**config.mk**
```make
export PLATFORM = sky130hd
export DESIGN_NAME = temp_scan_flat
export DESIGN_NICKNAME = d
export VERILOG_FILES = /design/src/rtl/temp_scan_if.sv /design/src/rtl/temp_scan.sv /design/src/flat_wrapper.sv
export SDC_FILE = /design/constraint.sdc
export NUM_CORES = 1
export LEC_CHECK = 0
export BUFFER_PORTS_ARGS = -buffer_cell sky130_fd_sc_hd__buf_2
export CAP_MARGIN = 5
export CORE_MARGIN = 10
export CORE_UTILIZATION = 58
export CTS_CLUSTER_SIZE = 14
export DETAILED_ROUTE_END_ITERATION = 7
export PLACE_DENSITY = 0.78
export SLEW_MARGIN = 20
export SYNTH_ARGS = -nofsm -noshare
export SYNTH_HDL_FRONTEND = slang
export SYNTH_SLANG_ARGS = --single-unit
```
**constraint.sdc**
```tcl
create_clock -name clk -period 4 [get_ports clk]
set_input_delay 0.2 -clock clk [delete_from_list [all_inputs] [get_ports clk]]
set_output_delay 0.2 -clock clk [all_outputs]
set_load 0.02 [all_outputs]
```
**src/rtl/temp_scan_if.sv**
```systemverilog
// temp_scan_if: bundles the scan-control, threshold, readback and ADC serial
// signals of temp_scan.
//   slave  : the scanner side (temp_scan).
//   master : the controlling / ADC side (system logic or a testbench).
// Inputs to the scanner : en, hi_thr, lo_thr, sel, dout
// Outputs of the scanner: cs, sclk, din, dataout, valid, ch_id, busy, r, g
interface temp_scan_if #(
   parameter int DW = 10
);
   logic          en;
   logic [DW-1:0] hi_thr;
   logic [DW-1:0] lo_thr;
   logic [2:0]    sel;
   logic          dout;
   logic          cs;
   logic          sclk;
   logic          din;
   logic [DW-1:0] dataout;
   logic          valid;
   logic [2:0]    ch_id;
   logic          busy;
   logic          r;
   logic          g;

   modport slave (
      input  en, hi_thr, lo_thr, sel, dout,
      output cs, sclk, din, dataout, valid, ch_id, busy, r, g
   );

   modport master (
      output en, hi_thr, lo_thr, sel, dout,
      input  cs, sclk, din, dataout, valid, ch_id, busy, r, g
   );
endinterface

```
**src/rtl/temp_scan.sv**
```systemverilog
// temp_scan: round-robin temperature scanner for an NCH-channel SPI ADC.
// Each frame selects one channel (start bit, 3-bit address, null bit, DW
// data bits), stores the sample in a per-channel register file and runs an
// over-temperature alarm with hysteresis (set above hi_thr, clear when every
// channel is below lo_thr).
// Ports:
//   clk  - system clock, rising edge
//   rst  - asynchronous active-low reset
//   bus  - temp_scan_if.slave: en/hi_thr/lo_thr/sel/dout in,
//          cs/sclk/din/dataout/valid/ch_id/busy/r/g out
module temp_scan #(
   parameter int NCH    = 4,
   parameter int DW     = 10,
   parameter int CLKDIV = 4
) (
   input  logic       clk,
   input  logic       rst,
   temp_scan_if.slave bus
);

   localparam int NPER = 5 + DW;               // sclk periods per frame
   localparam int CW   = $clog2(4 * CLKDIV);   // wide enough for the GAP count
   localparam int PW   = $clog2(NPER);

   localparam logic [CW-1:0] HALF_LAST = CW'(CLKDIV - 1);
   localparam logic [CW-1:0] GAP_LAST  = CW'(4 * CLKDIV - 1);
   localparam logic [PW-1:0] PER_LAST  = PW'(NPER - 1);
   localparam logic [PW-1:0] PER_NULL  = PW'(4);
   localparam logic [2:0]    CH_LAST   = 3'(NCH - 1);
   localparam logic [7:0]    CH_MASK   = 8'((1 << NCH) - 1);
   localparam logic [3:0]    NCH_W     = 4'(NCH);

   typedef enum logic [2:0] {
      IDLE  = 3'd0,
      SETUP = 3'd1,
      SHIFT = 3'd2,
      HOLD  = 3'd3,
      GAP   = 3'd4
   } state_t;

   state_t        state_q;
   logic [CW-1:0] cnt_q;
   logic [PW-1:0] per_q;      // current sclk period, 0-based
   logic [2:0]    ptr_q;      // channel addressed by the current/next frame
   logic [DW-1:0] sh_q;
   logic [DW-1:0] last_q;     // sample stored at the most recent valid
   logic [DW-1:0] rf_q [8];   // entries >= NCH are never written and stay 0
   logic [7:0]    sampled_q;
   logic          cs_q;
   logic          sclk_q;
   logic          din_q;
   logic          valid_q;
   logic [2:0]    ch_id_q;
   logic          busy_q;
   logic          r_q;
   logic          g_q;

   logic          all_lo_s;
   logic          set_s;
   logic          r_d;
   logic          g_d;

   // Command bit driven during a given 0-based sclk period: start, address MSB first, then zeros.
   function automatic logic din_bit(input logic [PW-1:0] per, input logic [2:0] addr);
      logic b;
      case (per)
         PW'(0):  b = 1'b1;
         PW'(1):  b = addr[2];
         PW'(2):  b = addr[1];
         PW'(3):  b = addr[0];
         default: b = 1'b0;
      endcase
      return b;
   endfunction

   // Alarm next-state: evaluated only on the cycle valid is high, so threshold edits wait for the next sample.
   always_comb begin
      all_lo_s = 1'b1;
      for (int i = 0; i < NCH; i++) begin
         if (rf_q[i] >= bus.lo_thr) begin
            all_lo_s = 1'b0;
         end else begin
            all_lo_s = all_lo_s;
         end
      end
      set_s = (last_q > bus.hi_thr);
      r_d   = r_q;
      if (valid_q) begin
         if (set_s) begin
            r_d = 1'b1;              // set wins over clear
         end else if (all_lo_s) begin
            r_d = 1'b0;
         end else begin
            r_d = r_q;
         end
      end else begin
         r_d = r_q;
      end
      g_d = ((sampled_q | ~CH_MASK) == 8'hFF) & ~r_d;
   end

   // Frame sequencer, SPI pins, sample capture, register file and alarm registers.
   always_ff @(posedge clk or negedge rst) begin
      if (!rst) begin
         state_q   <= IDLE;
         cnt_q     <= '0;
         per_q     <= '0;
         ptr_q     <= 3'd0;
         sh_q      <= '0;
         last_q    <= '0;
         for (int i = 0; i < 8; i++) begin
            rf_q[i] <= '0;
         end
         sampled_q <= 8'h00;
         cs_q      <= 1'b1;
         sclk_q    <= 1'b0;
         din_q     <= 1'b0;
         valid_q   <= 1'b0;
         ch_id_q   <= 3'd0;
         busy_q    <= 1'b0;
         r_q       <= 1'b0;
         g_q       <= 1'b0;
      end else begin
         valid_q <= 1'b0;
         r_q     <= r_d;
         g_q     <= g_d;
         case (state_q)
            IDLE: begin
               cnt_q  <= '0;
               sclk_q <= 1'b0;
               din_q  <= 1'b0;
               if (bus.en) begin
                  state_q <= SETUP;
                  cs_q    <= 1'b0;
                  busy_q  <= 1'b1;
               end else begin
                  cs_q   <= 1'b1;
                  busy_q <= 1'b0;
               end
            end
            SETUP: begin
               if (cnt_q == HALF_LAST) begin
                  state_q <= SHIFT;
                  cnt_q   <= '0;
                  per_q   <= '0;
                  din_q   <= din_bit(PW'(0), ptr_q);
               end else begin
                  cnt_q <= cnt_q + 1'b1;
               end
            end
            SHIFT: begin
               if (cnt_q == HALF_LAST) begin
                  cnt_q <= '0;
                  if (!sclk_q) begin
                     // Rising sclk: the null period is skipped, data periods shift in MSB first.
                     sclk_q <= 1'b1;
                     if (per_q > PER_NULL) begin
                        sh_q <= {sh_q[DW-2:0], bus.dout};
                     end else begin
                        sh_q <= sh_q;
                     end
                  end else begin
                     // Falling sclk: din only moves here, while sclk is low.
                     sclk_q <= 1'b0;
                     if (per_q == PER_LAST) begin
                        state_q <= HOLD;
                        din_q   <= 1'b0;
                     end else begin
                        per_q <= per_q + 1'b1;
                        din_q <= din_bit(per_q + 1'b1, ptr_q);
                     end
                  end
               end else begin
                  cnt_q <= cnt_q + 1'b1;
               end
            end
            HOLD: begin
               if (cnt_q == '0) begin
                  rf_q[ptr_q]      <= sh_q;
                  last_q           <= sh_q;
                  sampled_q[ptr_q] <= 1'b1;
                  ch_id_q          <= ptr_q;
                  valid_q          <= 1'b1;
                  ptr_q            <= (ptr_q == CH_LAST) ? 3'd0 : ptr_q + 3'd1;
               end else begin
                  ptr_q <= ptr_q;
               end
               if (cnt_q == HALF_LAST) begin
                  state_q <= GAP;
                  cs_q    <= 1'b1;
                  cnt_q   <= '0;
               end else begin
                  cnt_q <= cnt_q + 1'b1;
               end
            end
            GAP: begin
               if (cnt_q == GAP_LAST) begin
                  cnt_q <= '0;
                  if (bus.en) begin
                     state_q <= SETUP;
                     cs_q    <= 1'b0;
                  end else begin
                     state_q <= IDLE;
                     busy_q  <= 1'b0;
                  end
               end else begin
                  cnt_q <= cnt_q + 1'b1;
               end
            end
            default: begin
               state_q <= IDLE;
               cs_q    <= 1'b1;
               sclk_q  <= 1'b0;
               din_q   <= 1'b0;
               busy_q  <= 1'b0;
               cnt_q   <= '0;
            end
         endcase
      end
   end

   assign bus.cs      = cs_q;
   assign bus.sclk    = sclk_q;
   assign bus.din     = din_q;
   assign bus.valid   = valid_q;
   assign bus.ch_id   = ch_id_q;
   assign bus.busy    = busy_q;
   assign bus.r       = r_q;
   assign bus.g       = g_q;
   // Readback of unimplemented channels returns zero.
   assign bus.dataout = ({1'b0, bus.sel} < NCH_W) ? rf_q[bus.sel] : '0;

endmodule

```
**src/flat_wrapper.sv**
```systemverilog
// flat-port wrapper written by rule: the top's interface ports become plain ports
module temp_scan_flat 
#(
   parameter int NCH    = 4,
   parameter int DW     = 10,
   parameter int CLKDIV = 4
)
  (clk, rst, bus_en, bus_hi_thr, bus_lo_thr, bus_sel, bus_dout, bus_cs, bus_sclk, bus_din, bus_dataout, bus_valid, bus_ch_id, bus_busy, bus_r, bus_g);
  temp_scan_if #(.DW(DW)) bus_i ();
  input  logic clk;
  input  logic rst;
  input wire logic [$bits(bus_i.en)-1:0] bus_en;
  input wire logic [$bits(bus_i.hi_thr)-1:0] bus_hi_thr;
  input wire logic [$bits(bus_i.lo_thr)-1:0] bus_lo_thr;
  input wire logic [$bits(bus_i.sel)-1:0] bus_sel;
  input wire logic [$bits(bus_i.dout)-1:0] bus_dout;
  output wire logic [$bits(bus_i.cs)-1:0] bus_cs;
  output wire logic [$bits(bus_i.sclk)-1:0] bus_sclk;
  output wire logic [$bits(bus_i.din)-1:0] bus_din;
  output wire logic [$bits(bus_i.dataout)-1:0] bus_dataout;
  output wire logic [$bits(bus_i.valid)-1:0] bus_valid;
  output wire logic [$bits(bus_i.ch_id)-1:0] bus_ch_id;
  output wire logic [$bits(bus_i.busy)-1:0] bus_busy;
  output wire logic [$bits(bus_i.r)-1:0] bus_r;
  output wire logic [$bits(bus_i.g)-1:0] bus_g;
  assign bus_i.en = bus_en;
  assign bus_i.hi_thr = bus_hi_thr;
  assign bus_i.lo_thr = bus_lo_thr;
  assign bus_i.sel = bus_sel;
  assign bus_i.dout = bus_dout;
  assign bus_cs = bus_i.cs;
  assign bus_sclk = bus_i.sclk;
  assign bus_din = bus_i.din;
  assign bus_dataout = bus_i.dataout;
  assign bus_valid = bus_i.valid;
  assign bus_ch_id = bus_i.ch_id;
  assign bus_busy = bus_i.busy;
  assign bus_r = bus_i.r;
  assign bus_g = bus_i.g;
  temp_scan #(.NCH(NCH), .DW(DW), .CLKDIV(CLKDIV)) u_core (.clk(clk), .rst(rst), .bus(bus_i));
endmodule
```
# After elaboration in Yosys (flattened, before gate mapping)
# Cells that the tools add are included.
[op_classes] add_sub_neg=3 n_lt_le_gt_ge=12 eq_ne=22 n_mux=53 bitwise_logic=10 reduce_logical=18
[op_table] operator="$bwmux W80" n=1
[op_table] operator="$ge A10 B10 Y1" n=4
[op_table] operator="$mux W10" n=4
[op_table] operator="$bmux W10 S3" n=1
[op_table] operator="$demux W10 S3" n=1
[op_table] operator="$mux W3" n=8
[op_table] operator="$mux W4" n=6
[op_table] operator="$mux W1" n=23
[op_table] operator="$pmux W4 S2" n=2
[op_table] operator="$pmux W3 S5" n=1
[op_table] operator="$eq A4 B2 Y1 const B" n=3
[op_table] operator="$eq A4 B4 Y1 const B" n=3
[op_table] operator="$ne A2 B1 Y1 const B" n=6
[op_table] operator="$reduce_and A4 Y1" n=3
[op_table] operator="$gt A10 B10 Y1" n=1
[op_table] operator="$eq A3 B2 Y1 const B" n=3
[op_table] operator="$add A4 B1 Y4 const B" n=2
[op_table] operator="$ge A4 B4 Y1 const B" n=2
[op_table] operator="$logic_not A4 Y1" n=2
[op_table] operator="$ne A2 B2 Y1 const B" n=4
[op_table] operator="$not A3 Y4" n=2
[op_table] operator="$or A8 B8 Y8" n=1
[op_table] operator="$pmux W1 S4" n=2
[op_table] operator="$reduce_and A7 Y1" n=1
[op_table] operator="22 further kinds" n=32
[totals] register_bits=132 inputBits=27 wordCells=141

# Depth between registers and ports, before layout
# Gate-level depths: netlist (run 1).
[depth] ltp_word=10 depth_mapped=8 ltp_nobuf=8

# Least setup slack after synthesis (run 1)
# OpenSTA, ideal clock, no wires.
[synth_timing] path_kind="register to register" start="register u_core.cnt_q[0]" end="register u_core.sh_q[0]" arrival_ps=1894 slack_ps=1981 path_stages_with_launch=6 path_cell_list="dfrtp_1 -> ha_1 -> nor3b_4 -> nand2_4 -> nor4_4 -> mux2_2"
[synth_via] elab_chain_cells=2
[synth_lines] element="start, declared" line_no="temp_scan.sv:42" source="logic [CW-1:0] cnt_q;"
[synth_lines] element="start signal, assigned" line_no="temp_scan.sv:148" source="cnt_q <= cnt_q + 1'b1;"
[synth_lines] element="start signal, assigned" line_no="temp_scan.sv:174" source="cnt_q <= cnt_q + 1'b1;"
[synth_lines] element="start signal, assigned" line_no="temp_scan.sv:193" source="cnt_q <= cnt_q + 1'b1;"
[synth_lines] element="$eq A4 B2 Y1" line_no="temp_scan.sv:152" source="if (cnt_q == HALF_LAST) begin"
[synth_lines] element="$reduce_and A4 Y1 (no line)"
[synth_lines] element="end signal, assigned" line_no="temp_scan.sv:158" source="sh_q <= {sh_q[DW-2:0], bus.dout};"
[synth_lines] element="end signal, assigned" line_no="temp_scan.sv:160" source="sh_q <= sh_q;"
[synth_lines] element="end, declared" line_no="temp_scan.sv:45" source="logic [DW-1:0] sh_q;"
# No other way between the ends.
# A chain may end at the register's enable or synchronous reset.

# Worst setup path in the final report (run 1)
[layout_timing] start="register u_core.state_q[2]" end="register u_core.rf_q[47] (netlist name)"
[layout_via] elab_chain_cells=2
[layout_lines] element="start, declared" line_no="temp_scan.sv:41" source="state_t state_q;"
[layout_lines] element="start signal, assigned" line_no="temp_scan.sv:105" source="state_q <= IDLE;"
[layout_lines] element="start signal, assigned" line_no="temp_scan.sv:133" source="state_q <= SETUP;"
[layout_lines] element="start signal, assigned" line_no="temp_scan.sv:143" source="state_q <= SHIFT;"
[layout_lines] element="$eq A3 B2 Y1" line_no="temp_scan.sv:127" source="case (state_q)"
[layout_lines] element="$reduce_and A2 Y1 (no line)"
[layout_lines] element="end signal, assigned by index" line_no="temp_scan.sv:179" source="rf_q[ptr_q] <= sh_q;"
[layout_lines] element="end, declared" line_no="temp_scan.sv:47" source="logic [DW-1:0] rf_q [8];"
# No other way between the ends.

==> flow_summary_export.csv, run 1 <==
group,metric,value,unit
outcome,outcome,"finished, final reports clean",
floorplanning,dieArea,12990,um2
power_and_ir_drop,power_density,385.5,nW/um2
worst_setup_path,path_cells,"nor2_4 > nand4_4 > nor2_1 > nand3_1 > mux2_2",
synthesis,synth_edf_count,0,
final_layout,drive_above_1_share,27.20,%
clocking,clock_latency,360,ps
routing,routedWlPerCell,17.92,um
clocking,cts_buffers,9,
synthesis,synthArstFlopShare,100.0,%
routing,drt_iter0_drc,215,
synthesis,muxShareOfSynthArea,16.67,%
worst_setup_path,end_kind,"flip-flop",
routing,drcViolationCount,0,
floorplanning,coreArea,8636,um2
synthesis,synthesis.instances,461,
final_layout,final_cell_mix,"dfrtp_1, ha_1, nand2_1",
global_route,grt_pass1_wl,18870,um
synthesis,synth_top_family_by_area,"multiplexers",
synthesis,synth_seq_cells,88,
synthesis,syn-mean-instance-area,11.11,um2
place,dp_hpwl,8346,um
worst_setup_path,critPathKind,"reg2reg",
global_route,grt_max_degree,55,
power_and_ir_drop,p_leak,2.953,nW
timing,period_needed,2546,ps
clocking,path_clk_slew,80,ps
routing,routed_wl,11090,um
timing,fmax,392.7,MHz
place,io_buffers,46,
synthesis,synth-simple-area-share,13.34,%
synthesis,synth_compound_gate_area_share,7.991,%
timing,relSlewSlack,46.06,%
synthesis,synthFlopType,"dfrtp_1",
timing,fin_skew,11.57,ps
clocking,cts_sinks,88,
timing,rsz0062_at_grt,"false",
floorplanning,rows,34,
job,max_cap_violations,0,
final_layout,nets,591,
timing,whs,98.53,ps
worst_setup_path,crit_slowest_cell,"nand3_1",
worst_setup_path,worst_path_largest_cell_delay,560,ps
hold_path,hold_path_class,"in2reg",
clocking,cts_root_buffer,"clkbuf_8",
worst_setup_path,required,4240,ps
timing,final.setup.tns,0,ps
timing,slew_viol_final,0,
worst_setup_path,critPathMaxFanout,19,
clocking,cts.repair.resized,0,
power_and_ir_drop,max-vdd-ir-drop,0.0003181,V
timing,setup_violations,0,
synthesis,yosys.area_share.adder,14.17,%
final_layout,n_antenna_cell,0,
clocking,cts_tree,"yes",
routing,vias_per_cell,5.809,
hold_path,hold_depth,2,
clocking,cts_hold_buf,1,
clocking,htree_num_levels,3,
global_route,grt_pass1_vias,3754,
worst_setup_path,critPathArrivalTime,2790,ps
floorplanning,fp.dieW,114.0,um
clocking,postCtsSetupBuffers,0,
synthesis,syn_area,5120,um2
final_layout,layout.area.seq,2203,um2
worst_setup_path,r2r_cells,5,
floorplanning,io_pins,47,
floorplanning,start_util,59.29,%
final_layout,multi_input_area,2724,um2
final_layout,final_common_cell,"dfrtp_1",
final_layout,fillers,668,
synthesis,seq_area_frac_synth,43.04,%
worst_setup_path,start_kind,"flip-flop",
timing,hold_violations,0,
synthesis,syn_nets,546,
timing,finalCritPeriodShare,63.66,%
synthesis,ys_warn_count,0,
routing,dr.pass1.iters,5,
timing,worst_slew_pin_slew,805.7,ps
synthesis,synthDistinctLibCells,52,
place,gp_congestion,0.8770,
global_route,grt_usage,17.82,%
floorplanning,die_h,114.0,um
routing,vias,3596,
final_layout,area_delta_synth_final,10.19,%
routing,ant_nets,0,
clocking,clock_path_buffers,2,
global_route,gr-total-overflow,0,
synthesis,synth_xor_area_share,0.8553,%
global_route,antenna_found_initial,0,
[critical path, delay by kind of cell, from the launching register on]
kind | cells | cell delay [ps]
muxes | 1 | 500
and+or+nand+nor | 4 | 1400
DFF | 1 | 520
[final timing paths]
path	from	end	slack [ps]
max	u_core.state_q[2]$_DFFE_PN0P_	u_core.rf_q[47]$_DFFE_PN0P_	1450
min	bus_dout	u_core.sh_q[0]$_DFFE_PN0P_	100
max reg2reg	u_core.state_q[2]$_DFFE_PN0P_	u_core.rf_q[47]$_DFFE_PN0P_	1450
min reg2reg	u_core.sampled_q[0]$_DFFE_PN0P_	u_core.sampled_q[0]$_DFFE_PN0P_	490
max in group asynchronous	rst	u_core.sampled_q[1]$_DFFE_PN0P_	2670
min in group asynchronous	rst	u_core.rf_q[68]$_DFFE_PN0P_	420
[cell type report]
cell class                 count  share of cell area, %
multi-input combinational    324                  48.28
sequential                    88                  39.06
timing repair buffer          48                  4.436
clock buffer                  11                  2.506
tap                          108                  2.395
inverter                      35                  2.329
clock inverter                 5                 0.9980
[cell usage after synthesis (all sizes together), types with 5 or more instances]
cell type  number  area (um2)
nand2b          6       37.54
buf             8       47.54
a21oi          24       120.1
ha             58       725.7
dfrtp          87        2177
o21ai          15       75.07
nor4            5       52.55
mux2           54       608.1
nand3          11       55.05
clkbuf          6       22.52
nor2           18       75.07
o22ai           5       31.28
mux4           10       225.2
nor2b          11       68.82
nand2          58       225.2
inv            35       131.4
[per-layer routing]
metal  wire length [um]  vias to the layer above  global-route usage (%)
met3                636                       17                   4.304
met2               5310                       91                   28.25
met5                  0                        -                       0
met1               4999                     1764                   23.42
met4                145                        0                   5.848
li1                   -                     1724                       -
[flip-flops by register name, indices dropped and copies added, names as in the netlist]
name              count
u_core.bus.cs         1
u_core.bus.busy       1
u_core.per_q          4
u_core.bus.valid      1
u_core.sampled_q      4
u_core.bus.g          1
u_core.bus.din        1
u_core.bus.sclk       1
u_core.bus.r          1
u_core.ptr_q          3
u_core.sh_q          10
u_core.state_q        3
u_core.cnt_q          4
u_core.rf_q          40
u_core.bus.ch_id      3
u_core.last_q        10
[stage by stage]
stage / instance area (um2) / util, % / total power [W] / instances / setup slack [ps]
CTS: 5633 / 65.23 / 0.002191 / 619 / 1405
detailed placement: 5425 / 62.82 / 0.001572 / 602 / 1426
global route: 5642 / 65.33 / 0.002301 / 619 / 1312
finish: 5642 / 65.33 / 0.002175 / 619 / 1454
floorplan: 5120 / - / 0.001424 / 461 / 1981
global placement: 5425 / 62.82 / 0.001548 / 602 / 1501
[where the power goes]
group          internal (W)  total [W]  switching (W)
logic              0.000192   0.000475       0.000283
registers          0.000972    0.00108       0.000109
clock network      0.000305   0.000618       0.000313
total               0.00147    0.00217       0.000706
[logic make-up after synthesis]
group / Yosys count
buffers and inverters: 49
and+or+nand+nor: 128
DFF: 88
xor gates and xnor gates: 5
muxes: 66
adders and majority gates: 58
AOI/OAI and AO/OA: 67
(Power assumes the default switching activity.)
==> run 2, diff against run 1 <==
Settings changed: ABC_AREA set to 1.
Clock period 4 ns to 2.4 ns, I/O delays scaled along.
==> flow_summary_export.csv, run 2 <==
group,metric,value,unit
clocking,cts_buffers,9,
clocking,cts_sinks,88,
floorplanning,die_h,114.8,um
routing,vias,4358,
global_route,gr-total-overflow,0,
clocking,cts_root_buffer,"clkbuf_8",
power_and_ir_drop,p_leak,2.988,nW
hold_path,min_to,"u_core.sh_q[0]$_DFFE_PN0P_",
worst_setup_path,critPathArrivalTime,2290,ps
timing,hold_violations,0,
timing,relSlewSlack,54.62,%
place,gp_congestion,0.9064,
timing,finalCritPeriodShare,86.63,%
timing,fin_skew,11.73,ps
worst_setup_path,cp-startpoint,"u_core.cnt_q[0]$_DFF_PN0_",
synthesis,synthArstFlopShare,100.0,%
timing,fmax,481.0,MHz
worst_setup_path,required,2610,ps
synthesis,syn_nets,726,
timing,rsz0062_at_grt,"false",
global_route,grt_usage,18.33,%
synthesis,synth_top_area_cell,"dfrtp_1",
synthesis,syn_area,5210,um2
routing,vias_per_cell,5.475,
final_layout,area_delta_synth_final,10.45,%
final_layout,largest-register,"u_core.rf_q",
global_route,grt_pass1_vias,4272,
worst_setup_path,critPathMaxFanout,27,
timing,final.setup.tns,0,ps
final_layout,drive_above_1_share,12.79,%
clocking,path_clk_slew,90,ps
routing,routed_wl,11860,um
synthesis,synth_area_leaders,"dfrtp_1, ha_1, nand2_1",
floorplanning,dieArea,13170,um2
clocking,cts_hold_buf,1,
worst_setup_path,path_cells,"inv_1 > ha_1 > nand3_4 > nor2_4 > nand2_1 > nand2_1 > o21ai_1",
clocking,cts_tree,"yes",
synthesis,yosysTopAreaCellShare,41.79,%
routing,routedWlPerCell,14.90,um
global_route,grt_max_degree,50,
routing,drt_iter0_drc,303,
synthesis,synthDistinctLibCells,41,
timing,worst_slack,320.8,ps
timing,worst_slew_pin_slew,679.0,ps
synthesis,synthesis.instances,641,
worst_setup_path,cpMostUsedCell,"nand2_1",
final_layout,n_antenna_cell,0,
clocking,postCtsSetupBuffers,0,
routing,drcViolationCount,0,
worst_setup_path,crit_slowest_cell,"dfrtp_1",
synthesis,synth_edf_count,0,
worst_setup_path,cp_top_family,"simple AND/OR/NAND/NOR gates",
outcome,outcome,"finished, final reports clean",
worst_setup_path,crit_buf_inv,1,
place,dp_hpwl,9113,um
clocking,clock_latency,360,ps
final_layout,top_regs,"u_core.rf_q x40, u_core.last_q x10, u_core.sh_q x10",
final_layout,largest_reg_flops,40,
final_layout,final_common_cell,"nand2_1",
worst_setup_path,start_kind,"flip-flop",
hold_path,min-delay-start,"bus_dout",
hold_path,hold_path_class,"in2reg",
final_layout,final_cell_mix,"nand2_1, dfrtp_1, inv_1",
timing,slew_viol_final,0,
floorplanning,io_pins,47,
synthesis,synthFlopType,"dfrtp_1",
routing,dr.pass1.iters,5,
global_route,antenna_found_initial,0,
floorplanning,rows,34,
job,max_cap_violations,0,
routing,ant_nets,0,
power_and_ir_drop,max-vdd-ir-drop,0.0005799,V
global_route,grt_pass1_wl,19880,um
place,dp_slack,382.9,ps
worst_setup_path,r2r_end,"u_core.rf_q[78]$_DFFE_PN0P_",
floorplanning,coreArea,8721,um2
worst_setup_path,critPathKind,"reg2reg",
power_and_ir_drop,power_density,851.7,nW/um2
worst_setup_path,r2r_cells,7,
final_layout,fillers,717,
synthesis,synth_seq_cells,88,
clocking,cts.repair.resized,0,
final_layout,nets,768,
clocking,htree_num_levels,3,
worst_setup_path,end_kind,"flip-flop",
clocking,clock_path_buffers,2,
hold_path,hold_depth,3,
floorplanning,fp.dieW,114.8,um
timing,setup_violations,0,
worst_setup_path,r2r-start,"u_core.cnt_q[0]$_DFF_PN0_",
synthesis,synth_common_cells,"nand2_1, dfrtp_1, inv_1",
timing,period_needed,2079,ps
synthesis,seq_area_frac_synth,42.29,%
worst_setup_path,reg2reg_setup_slack,320,ps
worst_setup_path,worst_path_largest_cell_delay,420,ps
synthesis,syn-mean-instance-area,8.128,um2
floorplanning,start_util,59.74,%
synthesis,ys_warn_count,0,
synthesis,synth.most_common_cell,"nand2_1",
place,io_buffers,46,
## run 2: cell count changes in the layout (fill, tap and decap cells not counted), moves of 11 or more
cell / delta
o21ai_0: +27
nor2_1: +51
nor2b_1: -11
inv_1: +46
mux2_2: -52
nand2_1: +87
o21ai_1: +46
## run 2: worst max-delay path by stage
stage                                  endpoint  slack [ps]  cells past startpoint
floorplan                u_core.bus.g$_DFF_PN0_         980                     12
global placement    u_core.rf_q[50]$_DFFE_PN0P_         490                      8
detailed placement  u_core.rf_q[51]$_DFFE_PN0P_         380                      8
CTS                 u_core.rf_q[78]$_DFFE_PN0P_         310                      8
global route        u_core.rf_q[73]$_DFFE_PN0P_         100                      8
finish              u_core.rf_q[78]$_DFFE_PN0P_         320                      7
## run 2: kinds of logic after synthesis
kind of cell / Yosys count / synth area share [%]
mux: 4 / 0.8405
compound gates: 135 / 14.05
simple gates: 248 / 19.98
fa+ha+maj: 58 / 13.93
xor+xnor: 4 / 0.6726
buf+inv: 104 / 8.237
flops: 88 / 42.29
## run 2: layout make-up
cell class                      instances  area (um2)  share of cell area, %
Sequential cell                        88        2203                  38.29
Tap cell                              108       135.1                  2.348
Timing Repair Buffer                   49       270.3                  4.697
Clock inverter                          7       120.1                  2.087
Inverter                               86       324.1                  5.632
Multi-Input combinational cell        449        2577                  44.79
Clock buffer                            9       123.9                  2.153
## run 2: power by group
group          internal, W  leakage, nW  switching (W)
Sequential         0.00175         1.19       0.000227
Clock             0.000693        0.119       0.000532
Combinational     0.000588         1.68        0.00111
Total              0.00303         2.99        0.00187
## run 2: stage by stage
| stage | hold slack, ps | cells | utilization, % | power, W | instance area, um2 |
|---|---|---|---|---|---|
| 4_1_cts | 11.91 | 796 | 65.98 | 0.004916 | 5754 |
| 6_report | 11.58 | 796 | 65.98 | 0.004901 | 5754 |
| 3_3_place_gp | 172.4 | 779 | 63.07 | 0.003630 | 5500 |
| 3_5_place_dp | 172.5 | 779 | 63.07 | 0.003694 | 5500 |
| 2_1_floorplan | -175.6 | 641 | - | 0.003244 | 5210 |
| 5_1_grt | 54.72 | 796 | 65.98 | 0.005246 | 5754 |
## run 2: worst register-to-register path, delay by kind of cell, from the launching register on
family | cells | cell delay [ps]
AO/OA/AOI/OAI | 1 | 90
adder cells (fa/ha/maj) | 1 | 240
flip-flops | 1 | 420
buffers and inverters | 1 | 70
AND/OR/NAND/NOR | 4 | 1100
## run 2: layer usage
layer / global-route usage (%) / vias to the layer above / share of wire [%] / routed length (um)
met2: 28.65 / 122 / 45 / 5327
met3: 3.438 / 18 / 5.5 / 653
met4: 6.188 / 0 / 1.6 / 189
met1: 25.09 / 2046 / 48 / 5687
met5: 0 / - / 0 / 0
li1: - / 2172 / - / -
==> run 3, diff against run 2 <==
Settings changed: PLACE_DENSITY 0.78 to 0.82.
==> flow_summary_export.csv, run 3 (synthesis gave the netlist of run 2 again) <==
group,metric,value,unit
final_layout,n_antenna_cell,0,
final_layout,drive_above_1_share,12.65,%
power_and_ir_drop,max-vdd-ir-drop,0.0006211,V
worst_setup_path,r2r_cells,8,
timing,worst_slew_pin_slew,628.9,ps
timing,relSlewSlack,57.97,%
routing,ant_nets,0,
floorplanning,dieArea,13170,um2
floorplanning,io_pins,47,
clocking,clock_latency,350,ps
routing,drcViolationCount,0,
routing,drt_iter0_drc,322,
final_layout,final_cell_mix,"nand2_1, dfrtp_1, inv_1",
final_layout,top_regs,"u_core.rf_q x40, u_core.last_q x10, u_core.sh_q x10",
power_and_ir_drop,total_power,0.004771,W
power_and_ir_drop,power.share.combinational,35.7,%
worst_setup_path,critPathMaxFanout,27,
routing,dr.pass1.iters,5,
hold_path,hold_depth,3,
routing,routedWlPerCell,15.19,um
timing,fmax,489.2,MHz
timing,slew_viol_final,0,
global_route,grt_pass1_vias,4392,
clocking,path_clk_slew,80,ps
power_and_ir_drop,power_density,832.9,nW/um2
timing,fin_skew,11.25,ps
place,place_area,5500,um2
timing,period_needed,2044,ps
global_route,gr-total-overflow,0,
power_and_ir_drop,p_leak,2.981,nW
worst_setup_path,critPathKind,"reg2reg",
floorplanning,die_h,114.8,um
place,io_buffers,46,
outcome,outcome,"finished, final reports clean",
job,max_cap_violations,0,
final_layout,area_delta_synth_final,9.942,%
final_layout,final_common_cell,"nand2_1",
global_route,grt_max_degree,89,
worst_setup_path,end_kind,"flip-flop",
floorplanning,start_util,59.74,%
place,dp.cells,779,
clocking,clock_path_buffers,2,
clocking,cts_sinks,88,
worst_setup_path,critPathArrivalTime,2260,ps
place,gp_congestion,0.9404,
final_layout,nets,768,
clocking,cts_buffers,9,
timing,hold_violations,0,
clocking,cts_root_buffer,"clkbuf_8",
global_route,antenna_found_initial,0,
final_layout,fin_area,5728,um2
power_and_ir_drop,switching_share,38.50,%
worst_setup_path,start_kind,"flip-flop",
clocking,cts_tree,"yes",
final_layout,largest-register,"u_core.rf_q",
routing,routed_wl,12090,um
floorplanning,rows,34,
clocking,htree_num_levels,3,
timing,rsz0062_at_grt,"false",
timing,setup_violations,0,
power_and_ir_drop,seqPwrFrac,41.7,%
power_and_ir_drop,p_int,0.002934,W
floorplanning,coreArea,8721,um2
global_route,grt_pass1_wl,20860,um
power_and_ir_drop,clkPwrFrac,22.5,%
power_and_ir_drop,p_switching,0.001837,W
place,dp_hpwl,9142,um
routing,vias_per_cell,5.563,
floorplanning,fp.dieW,114.8,um
final_layout,largest_reg_flops,40,
global_route,grt_usage,19.03,%
hold_path,hold_path_class,"in2reg",
timing,finalCritPeriodShare,85.17,%
worst_setup_path,required,2610,ps
clocking,postCtsSetupBuffers,0,
final_layout,fin_cells,796,
timing,final.setup.tns,0,ps
routing,vias,4428,
==> run 3: changes by cell type in the layout (fill, tap and decap cells not counted), sizes merged <==
cell	delta
clkinv	-2
bufinv	-2
clkinvlp	-1
clkbuf	+5
==> run 3: metrics by stage <==
step	hold WS, ps	util [%]	setup WS, ps
after floorplan	-175.6	-	984.6
after global placement	183.0	63.07	513.2
after detailed placement	190.6	63.07	396.0
after CTS	6.877	65.68	379.7
after global routing	33.34	65.68	133.7
final	12.16	65.68	356.0
==> run 3: power by group through the flow <==
stage | clock network [W] | registers, W | logic [W]
floorplan | 0 | 0.00202 | 0.00123
global placement | 0 | 0.00200 | 0.00162
detailed placement | 0 | 0.00201 | 0.00169
CTS | 0.00109 | 0.00199 | 0.00171
global route | 0.00116 | 0.00202 | 0.00194
finish | 0.00107 | 0.00199 | 0.00171
==> run 3: routing by layer <==
layer	GRT usage, %	share of wire, %	vias up
met1	25.83	46	2097
met5	0	0	-
met3	3.229	6.2	19
met4	6.683	1.8	0
met2	30.12	46	149
li1	-	-	2163
==> run 3: worst paths after layout <==
path                                                       from                              end  slack, ps
worst max-delay path              u_core.state_q[2]$_DFFE_PN0P_      u_core.rf_q[70]$_DFFE_PN0P_        360
worst min-delay path                                   bus_dout       u_core.sh_q[0]$_DFFE_PN0P_         10
worst max register to register    u_core.state_q[2]$_DFFE_PN0P_      u_core.rf_q[70]$_DFFE_PN0P_        360
worst min register to register  u_core.sampled_q[3]$_DFFE_PN0P_  u_core.sampled_q[3]$_DFFE_PN0P_        480
max in group asynchronous                                   rst        u_core.bus.cs$_DFFE_PN1P_       1690
min in group asynchronous                                   rst       u_core.sh_q[7]$_DFFE_PN0P_        330
==> run 3: final cells by class <==
type | instances | area, um2
fillers | 721 | 2993
multi-input cells | 449 | 2577
flip-flops and latches | 88 | 2203
inverters | 86 | 324.1
repair buffers | 49 | 270.3
clock buffers | 14 | 182.7
well taps | 108 | 135.1
clock inverters | 2 | 35.03
==> run 3: worst max-delay path, stage by stage (launching register included) <==
cell	delay (ps)
dfrtp_1	430
nor2_4	150
inv_2	50
nor2_4	130
nand3_4	260
nor2_4	200
nand2_1	390
nand2_1	210
o21ai_2	70
==> run 3: repair_timing <==
action                                 CTS  global route
endpoints found under the hold margin   87             0
hold buffers                             1             0
gates resized for setup                  0             0
